===== src/rtl/bus_fabric.sv =====
`timescale 1ns/1ps
// -----------------------------------------------------------------------------
// bus_fabric
// Table-driven interconnect between the picorv32 native memory port and up to
// 16 peripheral slaves. Each slave owns a set of 4 KiB pages (m_addr[15:12])
// and completes either after a fixed latency generated here (1-3 cycles) or
// on its own s_ready (handshake mode, guarded by a hang timeout). Unmapped and
// timed-out accesses complete with ERR_DATA and are reported on err_*.
//
// Ports:
//   clk, rst_n          clock, asynchronous active-low reset
//   m_valid/m_ready     picorv32 mem_valid / mem_ready
//   m_addr, m_wstrb     picorv32 address (only [15:12] decoded) and strobes
//   m_rdata             read data to the core (0 when m_ready is low)
//   s_cs                one-hot slave select (combinational)
//   s_wstrb             per-slave write strobes, 4 bits per slave
//   s_ready, s_rdata    per-slave completion and read data
//   err_irq             one-cycle pulse on an error completion
//   err_addr, err_cause address and cause (01 unmapped, 10 timeout) of last error
// -----------------------------------------------------------------------------
module bus_fabric #(
  parameter int unsigned                  NUM_SLAVES    = 8,
  parameter logic [16*NUM_SLAVES-1:0]     SLAVE_PAGES   = {NUM_SLAVES{16'h0000}},
  parameter logic [2*NUM_SLAVES-1:0]      SLAVE_LATENCY = {NUM_SLAVES{2'd1}},
  parameter int unsigned                  TIMEOUT       = 255,
  parameter logic [31:0]                  ERR_DATA      = 32'hDEADBEEF
) (
  input  logic                      clk,
  input  logic                      rst_n,
  input  logic                      m_valid,
  output logic                      m_ready,
  input  logic [31:0]               m_addr,
  input  logic [3:0]                m_wstrb,
  output logic [31:0]               m_rdata,
  output logic [NUM_SLAVES-1:0]     s_cs,
  output logic [4*NUM_SLAVES-1:0]   s_wstrb,
  input  logic [NUM_SLAVES-1:0]     s_ready,
  input  logic [32*NUM_SLAVES-1:0]  s_rdata,
  output logic                      err_irq,
  output logic [31:0]               err_addr,
  output logic [1:0]                err_cause
);

  localparam logic [15:0] TIMEOUT_C = 16'(TIMEOUT);

  typedef enum logic [0:0] {
    ST_IDLE = 1'b0,
    ST_BUSY = 1'b1
  } state_e;

  state_e                  state_q, state_d;
  logic [15:0]             cnt_q, cnt_d;
  logic [31:0]             err_addr_q;
  logic [1:0]              err_cause_q;

  logic [3:0]              page_s;
  logic [15:0]             pages_s;
  logic [NUM_SLAVES-1:0]   match_s;
  logic [NUM_SLAVES-1:0]   onehot_s;
  logic                    hit_s;
  logic                    hs_s;
  logic [1:0]              lat_sel_s;
  logic                    rdy_sel_s;
  logic [31:0]             rdata_sel_s;
  logic                    done_s;
  logic                    err_s;
  logic [1:0]              cause_s;

  assign page_s = m_addr[15:12];

  // Page-table lookup: which slaves claim the current page.
  always_comb begin
    match_s = {NUM_SLAVES{1'b0}};
    pages_s = 16'h0000;
    for (int i = 0; i < NUM_SLAVES; i++) begin
      pages_s    = SLAVE_PAGES[16*i +: 16];
      match_s[i] = m_valid & pages_s[page_s];
    end
  end

  // Isolate the lowest set bit so the lowest-indexed owner wins.
  assign onehot_s = match_s & (~match_s + NUM_SLAVES'(1'b1));
  assign hit_s    = |onehot_s;

  // AND-OR muxes driven by the one-hot select; also fans out write strobes.
  always_comb begin
    rdata_sel_s = 32'h0000_0000;
    lat_sel_s   = 2'd0;
    rdy_sel_s   = 1'b0;
    s_wstrb     = {(4*NUM_SLAVES){1'b0}};
    for (int i = 0; i < NUM_SLAVES; i++) begin
      rdata_sel_s        = rdata_sel_s | ({32{onehot_s[i]}} & s_rdata[32*i +: 32]);
      lat_sel_s          = lat_sel_s | ({2{onehot_s[i]}} & SLAVE_LATENCY[2*i +: 2]);
      rdy_sel_s          = rdy_sel_s | (onehot_s[i] & s_ready[i]);
      s_wstrb[4*i +: 4]  = {4{onehot_s[i]}} & m_wstrb;
    end
  end

  assign hs_s = hit_s & (lat_sel_s == 2'd0);

  // Completion detection for the current cycle.
  always_comb begin
    done_s  = 1'b0;
    err_s   = 1'b0;
    cause_s = 2'b00;
    case (state_q)
      ST_IDLE: begin
        // Only a handshake slave that is already ready can finish with no wait.
        if (hs_s && rdy_sel_s) begin
          done_s = 1'b1;
        end else begin
          done_s = 1'b0;
        end
      end
      ST_BUSY: begin
        if (!m_valid) begin
          done_s = 1'b0;
        end else if (!hit_s) begin
          done_s  = (cnt_q == 16'd1);
          err_s   = (cnt_q == 16'd1);
          cause_s = 2'b01;
        end else if (hs_s) begin
          if (rdy_sel_s) begin
            done_s = 1'b1;
          end else if (cnt_q == TIMEOUT_C) begin
            done_s  = 1'b1;
            err_s   = 1'b1;
            cause_s = 2'b10;
          end else begin
            done_s = 1'b0;
          end
        end else begin
          done_s = (cnt_q == {14'd0, lat_sel_s});
        end
      end
      default: begin
        done_s = 1'b0;
      end
    endcase
  end

  // Next-state and wait-counter update.
  always_comb begin
    state_d = state_q;
    cnt_d   = cnt_q;
    case (state_q)
      ST_IDLE: begin
        if (m_valid && !done_s) begin
          state_d = ST_BUSY;
          cnt_d   = 16'd1;
        end else begin
          state_d = ST_IDLE;
          cnt_d   = 16'd0;
        end
      end
      ST_BUSY: begin
        // A dropped m_valid also returns to IDLE so the fabric cannot lock up.
        if (!m_valid || done_s) begin
          state_d = ST_IDLE;
          cnt_d   = 16'd0;
        end else begin
          state_d = ST_BUSY;
          cnt_d   = (cnt_q == 16'hFFFF) ? cnt_q : (cnt_q + 16'd1);
        end
      end
      default: begin
        state_d = ST_IDLE;
        cnt_d   = 16'd0;
      end
    endcase
  end

  // State, counter and error-report registers.
  always_ff @(posedge clk or negedge rst_n) begin
    if (!rst_n) begin
      state_q     <= ST_IDLE;
      cnt_q       <= 16'd0;
      err_addr_q  <= 32'h0000_0000;
      err_cause_q <= 2'b00;
    end else begin
      state_q <= state_d;
      cnt_q   <= cnt_d;
      if (err_s) begin
        err_addr_q  <= m_addr;
        err_cause_q <= cause_s;
      end else begin
        err_addr_q  <= err_addr_q;
        err_cause_q <= err_cause_q;
      end
    end
  end

  assign s_cs      = onehot_s;
  assign m_ready   = done_s;
  assign err_irq   = err_s;
  assign m_rdata   = done_s ? (err_s ? ERR_DATA : rdata_sel_s) : 32'h0000_0000;
  assign err_addr  = err_addr_q;
  assign err_cause = err_cause_q;

endmodule


===== config.mk =====
export PLATFORM = sky130hd
export DESIGN_NAME = bus_fabric
export DESIGN_NICKNAME = d
export VERILOG_FILES = /design/src/rtl/bus_fabric.sv
export SDC_FILE = /design/constraint.sdc
export NUM_CORES = 1
export LEC_CHECK = 0
export BUFFER_PORTS_ARGS = -buffer_cell sky130_fd_sc_hd__buf_2
export CAP_MARGIN = 10
export CELL_PAD_IN_SITES_DETAIL_PLACEMENT = 1
export CELL_PAD_IN_SITES_GLOBAL_PLACEMENT = 1
export CORE_AREA = 2 2 159 161
export CTS_BUF_LIST = sky130_fd_sc_hd__clkbuf_8
export CTS_CLUSTER_SIZE = 30
export DETAILED_ROUTE_END_ITERATION = 10
export DIE_AREA = 0 0 161 163
export MAX_ROUTING_LAYER = met4
export PLACE_DENSITY = 0.56
export SLEW_MARGIN = 20
export SYNTH_ARGS = -nofsm -noshare
export SYNTH_HDL_FRONTEND = slang
export SYNTH_SLANG_ARGS = --single-unit

===== constraint.sdc =====
create_clock -name clk -period 7.3 [get_ports clk]
set_clock_uncertainty 0.15 [all_clocks]
set_input_delay 0.73 -clock clk [delete_from_list [all_inputs] [get_ports clk]]
set_output_delay 0.73 -clock clk [all_outputs]
set_load 0.02 [all_outputs]

=== Yosys cells after proc, flatten, opt, wreduce, memory -nomap -nowiden ===
Memories as Yosys holds them, arrays and structs flattened.
Index checks and enable logic that the tools add are counted.

* Memory bits (writable): 0
* Bits in latches: 0
* Memories kept: 1
* Flip-flop bits (word level): 51
* Bits in read-only memories: 16
* Output and inout bits: 108

* Multiplexer cells: 28
* Divide/modulo/power cells: 0
* Bitwise operators: 50
* Order comparisons: 1
* Eq/ne operators: 5
* $mul: 0
* Add/sub/neg operators: 2
* Reductions and logical operators: 7
* Shift operators: 0

{| class="wikitable"
|+ Memory list
! memory !! depth !! bits a word !! rd ports !! clocked after Yosys merged registers in !! wr ports !! line !! RTL
|-
| (name not given) || 16 || 1 || 1 || 0 || 0 || 77 || <nowiki>match_s[i] = m_valid & pages_s[page_s];</nowiki>
|}

{| class="wikitable"
|+ Operator list
! kind !! number
|-
| $and 32x32->32 || 8
|-
| $or 32x32->32 || 7
|-
| $mux 32 || 2
|-
| $and 4x4->4 || 8
|-
| $mux 16 || 2
|-
| $pmux 16 s2 || 1
|-
| $add 16x1->16 const B || 1
|-
| $eq 16x1->1 || 1
|-
| $eq 16x1->1 const B || 1
|-
| $eq 16x16->1 const B || 1
|-
| $eq 16x8->1 const B || 1
|-
| $mux 1 || 15
|-
| $or 1x1->1 || 14
|-
| $mux 2 || 6
|-
| $and 1x1->1 || 10
|-
| $add 8x1->8 const B || 1
|-
| $and 8x8->8 || 1
|-
| $not 8->8 || 1
|-
| $reduce_or 8->1 || 1
|-
| $lt 4x5->1 const B || 1
|-
| $pmux 1 s2 || 2
|-
| $ne 3x3->1 const B || 1
|-
| $logic_and 1x1->1 || 2
|-
| $logic_not 1->1 || 2
|-
| 3 further kinds || 3
|}

=== Longest topological paths before layout ===
Gate-level depths: netlist of run 1.

* Depth after elaboration: 23
* Gate-level depth with buffers: 7
* Mapped depth without buffers: 6

=== Worst setup path before layout of run 1 ===
Ideal clock, no wire load.

* Path type: input to output
* Start: input m_valid
* End: output m_rdata[0]
* Path buffers: 1
* Arrival time: 2.509 ns
* Path slack: 3.911 ns
* Stages: 4
* Path through: nor4b_1 -> nand4_1 -> nor2_1 -> buf_4

* Longest elaborated chain between the ends: 19
* Elaborated cells between the ends (all ways): 59
* Classes of those cells: 1 x add/sub; 1 x eq/ne; 13 x mux; 41 x bitwise; 3 x reduce/logical

{| class="wikitable"
|+ RTL lines
! element !! line !! RTL
|-
| start, declared || 30 || <nowiki>input logic m_valid,</nowiki>
|-
| $and 1x1->1 || 77 ||
|-
| $not 8->8 || 82 || <nowiki>assign onehot_s = match_s & (~match_s + NUM_SLAVES'(1'b1));</nowiki>
|-
| $add 8x1->8 || 82 ||
|-
| $and 8x8->8 || 82 ||
|-
| $and 1x1->1 or $or 1x1->1 (tied branches) || 94, 93 ||
|-
| $or 1x1->1, on equally long branches (6 in series) || 94, 93 ||
|-
| $or 1x1->1 or $logic_not 2->1 (tied branches) || 94, 99 ||
|-
| $mux 1 or $and 1x1->1 (tied branches) || 123, 99 ||
|-
| $mux 1 || 122 || <nowiki>end else if (hs_s) begin</nowiki>
|-
| $mux 1 || 118 || <nowiki>end else if (!hit_s) begin</nowiki>
|-
| $mux 1 * || 116 || <nowiki>if (!m_valid) begin</nowiki>
|-
| $mux 1 * || 106 || <nowiki>case (state_q)</nowiki>
|-
| net err_irq || 39 || <nowiki>output logic err_irq,</nowiki>
|-
| $mux 32 * (2 in series) || 196 || <nowiki>assign m_rdata = done_s ? (err_s ? ERR_DATA : rdata_sel_s) : 32'h0000_0000;</nowiki>
|-
| end, declared || 34 || <nowiki>output logic [31:0] m_rdata,</nowiki>
|}

Mark *: on every way through the listed nets, which the timed path passes. The rest lies on a longest branch.

=== Worst setup path in the final report of run 1 ===
* Start: register cnt_q[1]
* End: output m_rdata[15]

* Longest elaborated chain between the ends: 9
* Elaborated cells between the ends (all ways): 16
* Classes of those cells: 3 x eq/ne; 13 x mux

{| class="wikitable"
|+ RTL lines
! element !! line !! RTL
|-
| start, declared || 52 || <nowiki>logic [15:0] cnt_q, cnt_d;</nowiki>
|-
| start signal, assigned || 182 || <nowiki>cnt_q <= cnt_d;</nowiki>
|-
| $eq 16x8->1 || 125 || <nowiki>end else if (cnt_q == TIMEOUT_C) begin</nowiki>
|-
| $mux 1 || 125 ||
|-
| $mux 1 || 123 || <nowiki>if (rdy_sel_s) begin</nowiki>
|-
| $mux 1 || 122 ||
|-
| $mux 1 || 118 ||
|-
| $mux 1 || 116 ||
|-
| $mux 1 || 106 ||
|-
| $mux 32 || 196 ||
|-
| $mux 32 * || 196 ||
|}

Mark *: on every way between the ends. The rest lies on a longest branch, timed or not.

==> flow_metrics.env, run 1 <==
export IMPL_worstPathMaxFanout=26
export IMPL_crit_buf_inv=3
export IMPL_async_flop_share_pct=100
export IMPL_root_buffer="clkbuf_8"
export IMPL_ys_flop_type="dfrtp_1"
export IMPL_path_cells="inv_1 > ha_1 > nor4b_2 > nand4_1 > nor2_1 > buf_4 > buf_2"
export IMPL_vias=1948
export IMPL_syn_cell_area_um2=2800
export IMPL_via_per_inst=2.97
export IMPL_cts_tree="yes"
export IMPL_globalRouteOverflowTotal=0
export IMPL_whs_ps=331
export IMPL_hp_start="err_cause[0]"
export IMPL_setup_viol=0
export IMPL_ant_nets=0
export IMPL_gp_congestion=0.696
export IMPL_syn_avg_cell_area_um2=11.0
export IMPL_crit_path_end_kind="output pin"
export IMPL_synth_area_leader_cell="dfrtp_1"
export IMPL_nets=629
export IMPL_ios=411
export IMPL_postCtsSetupBuffers=0
export IMPL_cp_slowest_cell="dfrtp_1"
export IMPL_min_path_type="flip-flop to flip-flop"
export IMPL_port_buffers=93
export IMPL_synth_distinct_cells=40
export IMPL_clk_path_buf_depth=2
export IMPL_drive_above_1_share_pct=42.8
export IMPL_p_switching_uw=281
export IMPL_ctsResizeCount=0
export IMPL_maxCapViolCount=0
export IMPL_holdBufCountCts=0
export IMPL_hold_violations=0
export IMPL_max_freq_ghz=0.352
export IMPL_crit_path_start_kind="flip-flop"
export IMPL_p_leak_uw=0.00151
export IMPL_fin_crit_ps=2840
export IMPL_synth_top_area_share_pct=44.7
export IMPL_post_drt_wl_per_cell_um=9.57
export IMPL_p_sw_share_pct=36.9
export IMPL_maxSlewViolCount=0
export IMPL_ys_ff_latch=50
export IMPL_fin_setup_tns_ps=0
export IMPL_worst_pin_slew_ps=896
export IMPL_antenna_found_initial=0
export IMPL_die_x_um=161
export IMPL_path_class="flip-flop to output pin"
export IMPL_dr_wl_met2_mm=3.09
export IMPL_wl_met1_mm=2.61
export IMPL_drt_iter0_markers=55
export IMPL_r2r_start="cnt_q[1]"
export IMPL_hpwl_mm=4.39
export IMPL_ir_drop_v=0.0000841
export IMPL_slew_headroom_pct=40.1
export IMPL_grt_pass1_vias=1941
export IMPL_power_density_nw_per_um2=226
export IMPL_top_layer="met4"
export IMPL_combPwrFrac_pct=30.4
export IMPL_dieArea_um2=26200
export IMPL_grt_usage_pct=5.01
export IMPL_num_rows=58
export IMPL_rsz0062_at_grt="false"
export IMPL_die_h_um=163
export IMPL_worstPathArrival_ps=1960
export IMPL_clk_pin_slew_ps=100
export IMPL_grt_max_degree=51
export IMPL_clkPwrFrac_pct=23.4
export IMPL_core_um2=24700
export IMPL_dr_pass1_iters=4
export IMPL_wirelength_mm=6.27
export IMPL_utilization_pct=13.6
export IMPL_cts_made_buffers=5
export IMPL_yosysSeqAreaShare_pct=44.7
export IMPL_grt_pass1_wl_mm=9.96
export IMPL_wl_met3_um=518
export IMPL_area_growth_pct=20.4
export IMPL_post_route_period_util_pct=39.0
export IMPL_status="complete, no violations"
export IMPL_r2r_slack_ps=4850
export IMPL_cp_top_family="simple AND/OR/NAND/NOR gates"
export IMPL_clock_latency_ps=330
export IMPL_drt_drc_violations_left=0
export IMPL_pwr_share_seq_pct=46.3
export IMPL_htreeDepth=2
export IMPL_critPathRequiredTime_ps=6420
export IMPL_critPathMaxStageDelay_ps=460
export IMPL_synth_edf_count=0
export IMPL_intPower_uw=480
export IMPL_postSynthCellCount=255
export IMPL_cp_startpoint="cnt_q[1]"
export IMPL_yosys_top_cells_area="dfrtp_1, buf_4, mux2_2"
export IMPL_yosysWarnings=0
export IMPL_clock_sinks=50
export IMPL_antenna_cells=0
export IMPL_start_util_pct=11.3
[cell type report]
| type | instances | area (µm²) |
|---|---|---|
| clock buffers | 5 | 68.8 |
| clock inverters | 3 | 21.3 |
| fillers | 2952 | 21300 |
| inverters | 4 | 15.0 |
| multi-input cells | 168 | 1120 |
| flip-flops and latches | 50 | 1250 |
| well taps | 330 | 413 |
| repair buffers | 95 | 480 |
[Yosys cell counts (all sizes together) (3+ instances only)]
cell and count:
or3 5, a21oi 9, nor2 7, dfrtp 50
nand4 6, nor3 6, inv 4, buf 80
nand3 9, mux2 32, mux2i 4, o21ai 7
or2 3, nand2 6, nor4 6
[through the flow]
step,power [µW],instance area [µm²],cells,setup slack (ps)
after floorplan,535,2980,303,3910
after global placement,589,3280,647,4490
after detailed placement,593,3280,647,4490
after CTS,787,3370,655,4350
after global routing,815,3370,655,4200
final,761,3370,655,4460
[final timing paths]
| path | end | cells past startpoint |
|---|---|---|
| max | m_rdata[15] | 7 |
| min | err_cause[0] | 1 |
| max reg2reg | err_addr[19] | 6 |
| min reg2reg | err_cause[0] | 1 |
| max in group asynchronous | err_addr[15] | 2 |
| min in group asynchronous | state_q | 2 |
[layout by cell type (no fill, tap or decap), types with 2 or more instances in the layout]
master	count
a21oi_1	9
buf_2	93
buf_4	2
clkbuf_8	5
conb_1	49
dfrtp_1	50
ha_1	2
inv_1	4
mux2_1	6
mux2_2	26
mux2i_1	4
nand2_1	5
nand2b_1	2
nand3_1	8
nand4_1	5
nor2_1	7
nor3_1	6
nor4_1	5
o21ai_0	7
o31ai_1	2
or2_2	2
or3_1	4
or4_1	2
[worst register-to-register path: stages, from the launching register on]
cell     delay [ps]
dfrtp_1         460
inv_1            80
ha_1            130
nor4b_2         230
and4_1          250
nand2_2         510
mux2_1          530
[flip-flops by register name, summed over array words and instances (netlist names)]
signal     count
err_addr      32
cnt_q         16
err_cause      1
state_q        1
[cell families after synthesis]
| group | count (synthesis) | synth area share [%] |
|---|---|---|
| other | 1 | 0.134 |
| adders and majority gates | 2 | 0.895 |
| xor gates and xnor gates | 1 | 0.313 |
| DFF | 50 | 44.7 |
| buffers and inverters | 85 | 21.8 |
| muxes | 36 | 14.3 |
| AOI/OAI and AO/OA | 22 | 4.61 |
| and+or+nand+nor | 58 | 13.2 |
[routing by layer]
layer / GRT usage [%] / vias to the layer above
met5: - / -
met4: 1.83 / 0
met3: 1.86 / 4
met2: 8.19 / 89
met1: 5.60 / 958
li1: - / 897
[power groups by stage]
stage	Sequential [µW]	Clock, µW	Combinational (µW)
after floorplan	422	0	112
after global placement	356	0	233
after detailed placement	358	0	236
after CTS	353	198	235
after global routing	361	205	250
final	352	178	231
(Power assumes the default switching activity.)
==> inputs of run 2 (changes only) <==
--- a/config.mk
+++ b/config.mk
@@ -9,13 +9,13 @@
 export CAP_MARGIN = 10
 export CELL_PAD_IN_SITES_DETAIL_PLACEMENT = 1
 export CELL_PAD_IN_SITES_GLOBAL_PLACEMENT = 1
-export CORE_AREA = 2 2 159 161
+export CORE_AREA = 2 2 162 164
 export CTS_BUF_LIST = sky130_fd_sc_hd__clkbuf_8
 export CTS_CLUSTER_SIZE = 30
 export DETAILED_ROUTE_END_ITERATION = 10
-export DIE_AREA = 0 0 161 163
+export DIE_AREA = 0 0 164 166
 export MAX_ROUTING_LAYER = met4
-export PLACE_DENSITY = 0.56
+export PLACE_DENSITY = 0.54
 export SLEW_MARGIN = 20
 export SYNTH_ARGS = -nofsm -noshare
 export SYNTH_HDL_FRONTEND = slang
==> constraint.sdc (replaced) <==
create_clock -name clk -period 2.8 [get_ports clk]
set_clock_uncertainty 0.15 [all_clocks]
set_input_delay 0.28 -clock clk [delete_from_list [all_inputs] [get_ports clk]]
set_output_delay 0.28 -clock clk [all_outputs]
set_load 0.02 [all_outputs]
==> flow_metrics.env, run 2 (synthesis results as in run 1) <==
export IMPL_final_common_cell="buf_2"
export IMPL_crit_path_start_kind="flip-flop"
export IMPL_cp_slowest_cell="dfrtp_1"
export IMPL_cp_startpoint="cnt_q[0]"
export IMPL_place_inst=655
export IMPL_placed_area_um2=3320
export IMPL_die_x_um=164
export IMPL_htreeDepth=2
export IMPL_ir_drop_v=0.000213
export IMPL_maxSlewViolCount=0
export IMPL_grt_pass1_wl_mm=10.2
export IMPL_hold_depth=2
export IMPL_num_rows=59
export IMPL_fillCellCount=3016
export IMPL_power_density_nw_per_um2=577
export IMPL_reg2reg_depth=5
export IMPL_wirelength_mm=6.52
export IMPL_p_leak_uw=0.00156
export IMPL_fin_ws_ps=396
export IMPL_globalRouteOverflowTotal=0
export IMPL_ctsResizeCount=0
export IMPL_holdPathEnd="err_addr[18]"
export IMPL_gp_congestion=0.661
export IMPL_ios=411
export IMPL_maxCapViolCount=0
export IMPL_seq_area_um2=1250
export IMPL_die_h_um=166
export IMPL_path_class="flip-flop to output pin"
export IMPL_hp_start="m_addr[18]"
export IMPL_multiInputGateArea_um2=1120
export IMPL_area_growth_pct=24.6
export IMPL_post_drt_wl_per_cell_um=9.71
export IMPL_post_route_period_util_pct=85.8
export IMPL_max_freq_ghz=0.416
export IMPL_clock_sinks=50
export IMPL_status="complete, no violations"
export IMPL_dr_pass1_iters=2
export IMPL_critPathMaxStageDelay_ps=490
export IMPL_r2r_end="cnt_q[8]"
export IMPL_largest_reg_flops=32
export IMPL_root_buffer="clkbuf_8"
export IMPL_vias=1964
export IMPL_final_cell_mix="buf_2, dfrtp_1, conb_1"
export IMPL_worst_pin_slew_ps=648
export IMPL_cts_made_buffers=5
export IMPL_port_buffers=93
export IMPL_path_cells="ha_1 > nor4b_2 > nand4_1 > nor2_1 > buf_4 > buf_2"
export IMPL_nets=639
export IMPL_postCtsSetupBuffers=0
export IMPL_fin_crit_ps=2400
export IMPL_r2r_slack_ps=700
export IMPL_clk_path_buf_depth=2
export IMPL_via_per_inst=2.93
export IMPL_drt_iter0_markers=45
export IMPL_core_um2=25600
export IMPL_drive_above_1_share_pct=42.4
export IMPL_fin_setup_tns_ps=0
export IMPL_setup_viol=0
export IMPL_critPathRequiredTime_ps=2370
export IMPL_crit_buf_inv=2
export IMPL_hold_violations=0
export IMPL_worstPathArrival_ps=1970
export IMPL_place_ws_ps=666
export IMPL_worstPathMaxFanout=26
export IMPL_final_area_um2=3480
export IMPL_drt_drc_violations_left=0
export IMPL_clock_latency_ps=320
export IMPL_ant_nets=0
export IMPL_cp_top_family="simple AND/OR/NAND/NOR gates"
export IMPL_rsz0062_at_grt="false"
export IMPL_hpwl_mm=4.69
export IMPL_cts_tree="yes"
export IMPL_crit_cells=6
export IMPL_start_util_pct=10.9
export IMPL_power_total_uw=2010
export IMPL_dieArea_um2=27200
export IMPL_grt_usage_pct=4.89
export IMPL_grt_pass1_vias=1883
export IMPL_grt_max_degree=33
export IMPL_r2r_start="cnt_q[0]"
export IMPL_crit_path_end_kind="output pin"
export IMPL_antenna_found_initial=1
export IMPL_slew_headroom_pct=56.7
export IMPL_clk_pin_slew_ps=110
export IMPL_instances_no_fill=671
export IMPL_min_path_type="primary input to flip-flop"
run 2: changes by cell type in the layout (fill, tap and decap cells not counted), sizes merged:
cell / before / now
buf: 95 / 98
clkinv: 2 / 1
diode: 0 / 1
dlygate4sd3: 0 / 7
inv: 4 / 5
run 2: what timing repair did:
item	CTS	global route
endpoints found under the hold margin	23	0
endpoints found under the setup margin	0	0
hold buffers	7	0
run 2: metrics by stage:
| step | utilization (%) | hold slack [ps] |
|---|---|---|
| 2_1_floorplan | - | -166 |
| 3_3_place_gp | 12.9 | 120 |
| 3_5_place_dp | 12.9 | 123 |
| 4_1_cts | 13.6 | 8.14 |
| 5_1_grt | 13.6 | 0.954 |
| 6_report | 13.6 | 26.2 |
run 2: layout make-up:
class,instances,area share (%)
multi-input cells,168,32.0
clock inverters,3,0.718
repair buffers,105,16.8
diodes,1,0.0718
inverters,4,0.431
clock buffers,5,1.98
flip-flops and latches,50,35.9
well taps,335,12.0
run 2: how the worst max path moves through the flow:
stage	endpoint	slack, ps
global placement	cnt_q[11]	700
finish	m_rdata[16]	400
detailed placement	err_addr[21]	670
floorplan	m_rdata[0]	80
global route	m_rdata[16]	140
CTS	m_rdata[16]	300
run 2: metal layers:
metal	wire [µm]	track usage, %	vias up
met1	2930	6.10	951
met4	73	1.37	0
met2	3090	7.76	90
met5	0	-	-
met3	425	1.27	5
li1	-	-	918
run 2: where the power goes:
group | switching (µW) | internal, µW
sequential | 63.8 | 855
clock | 294 | 182
combinational | 385 | 229
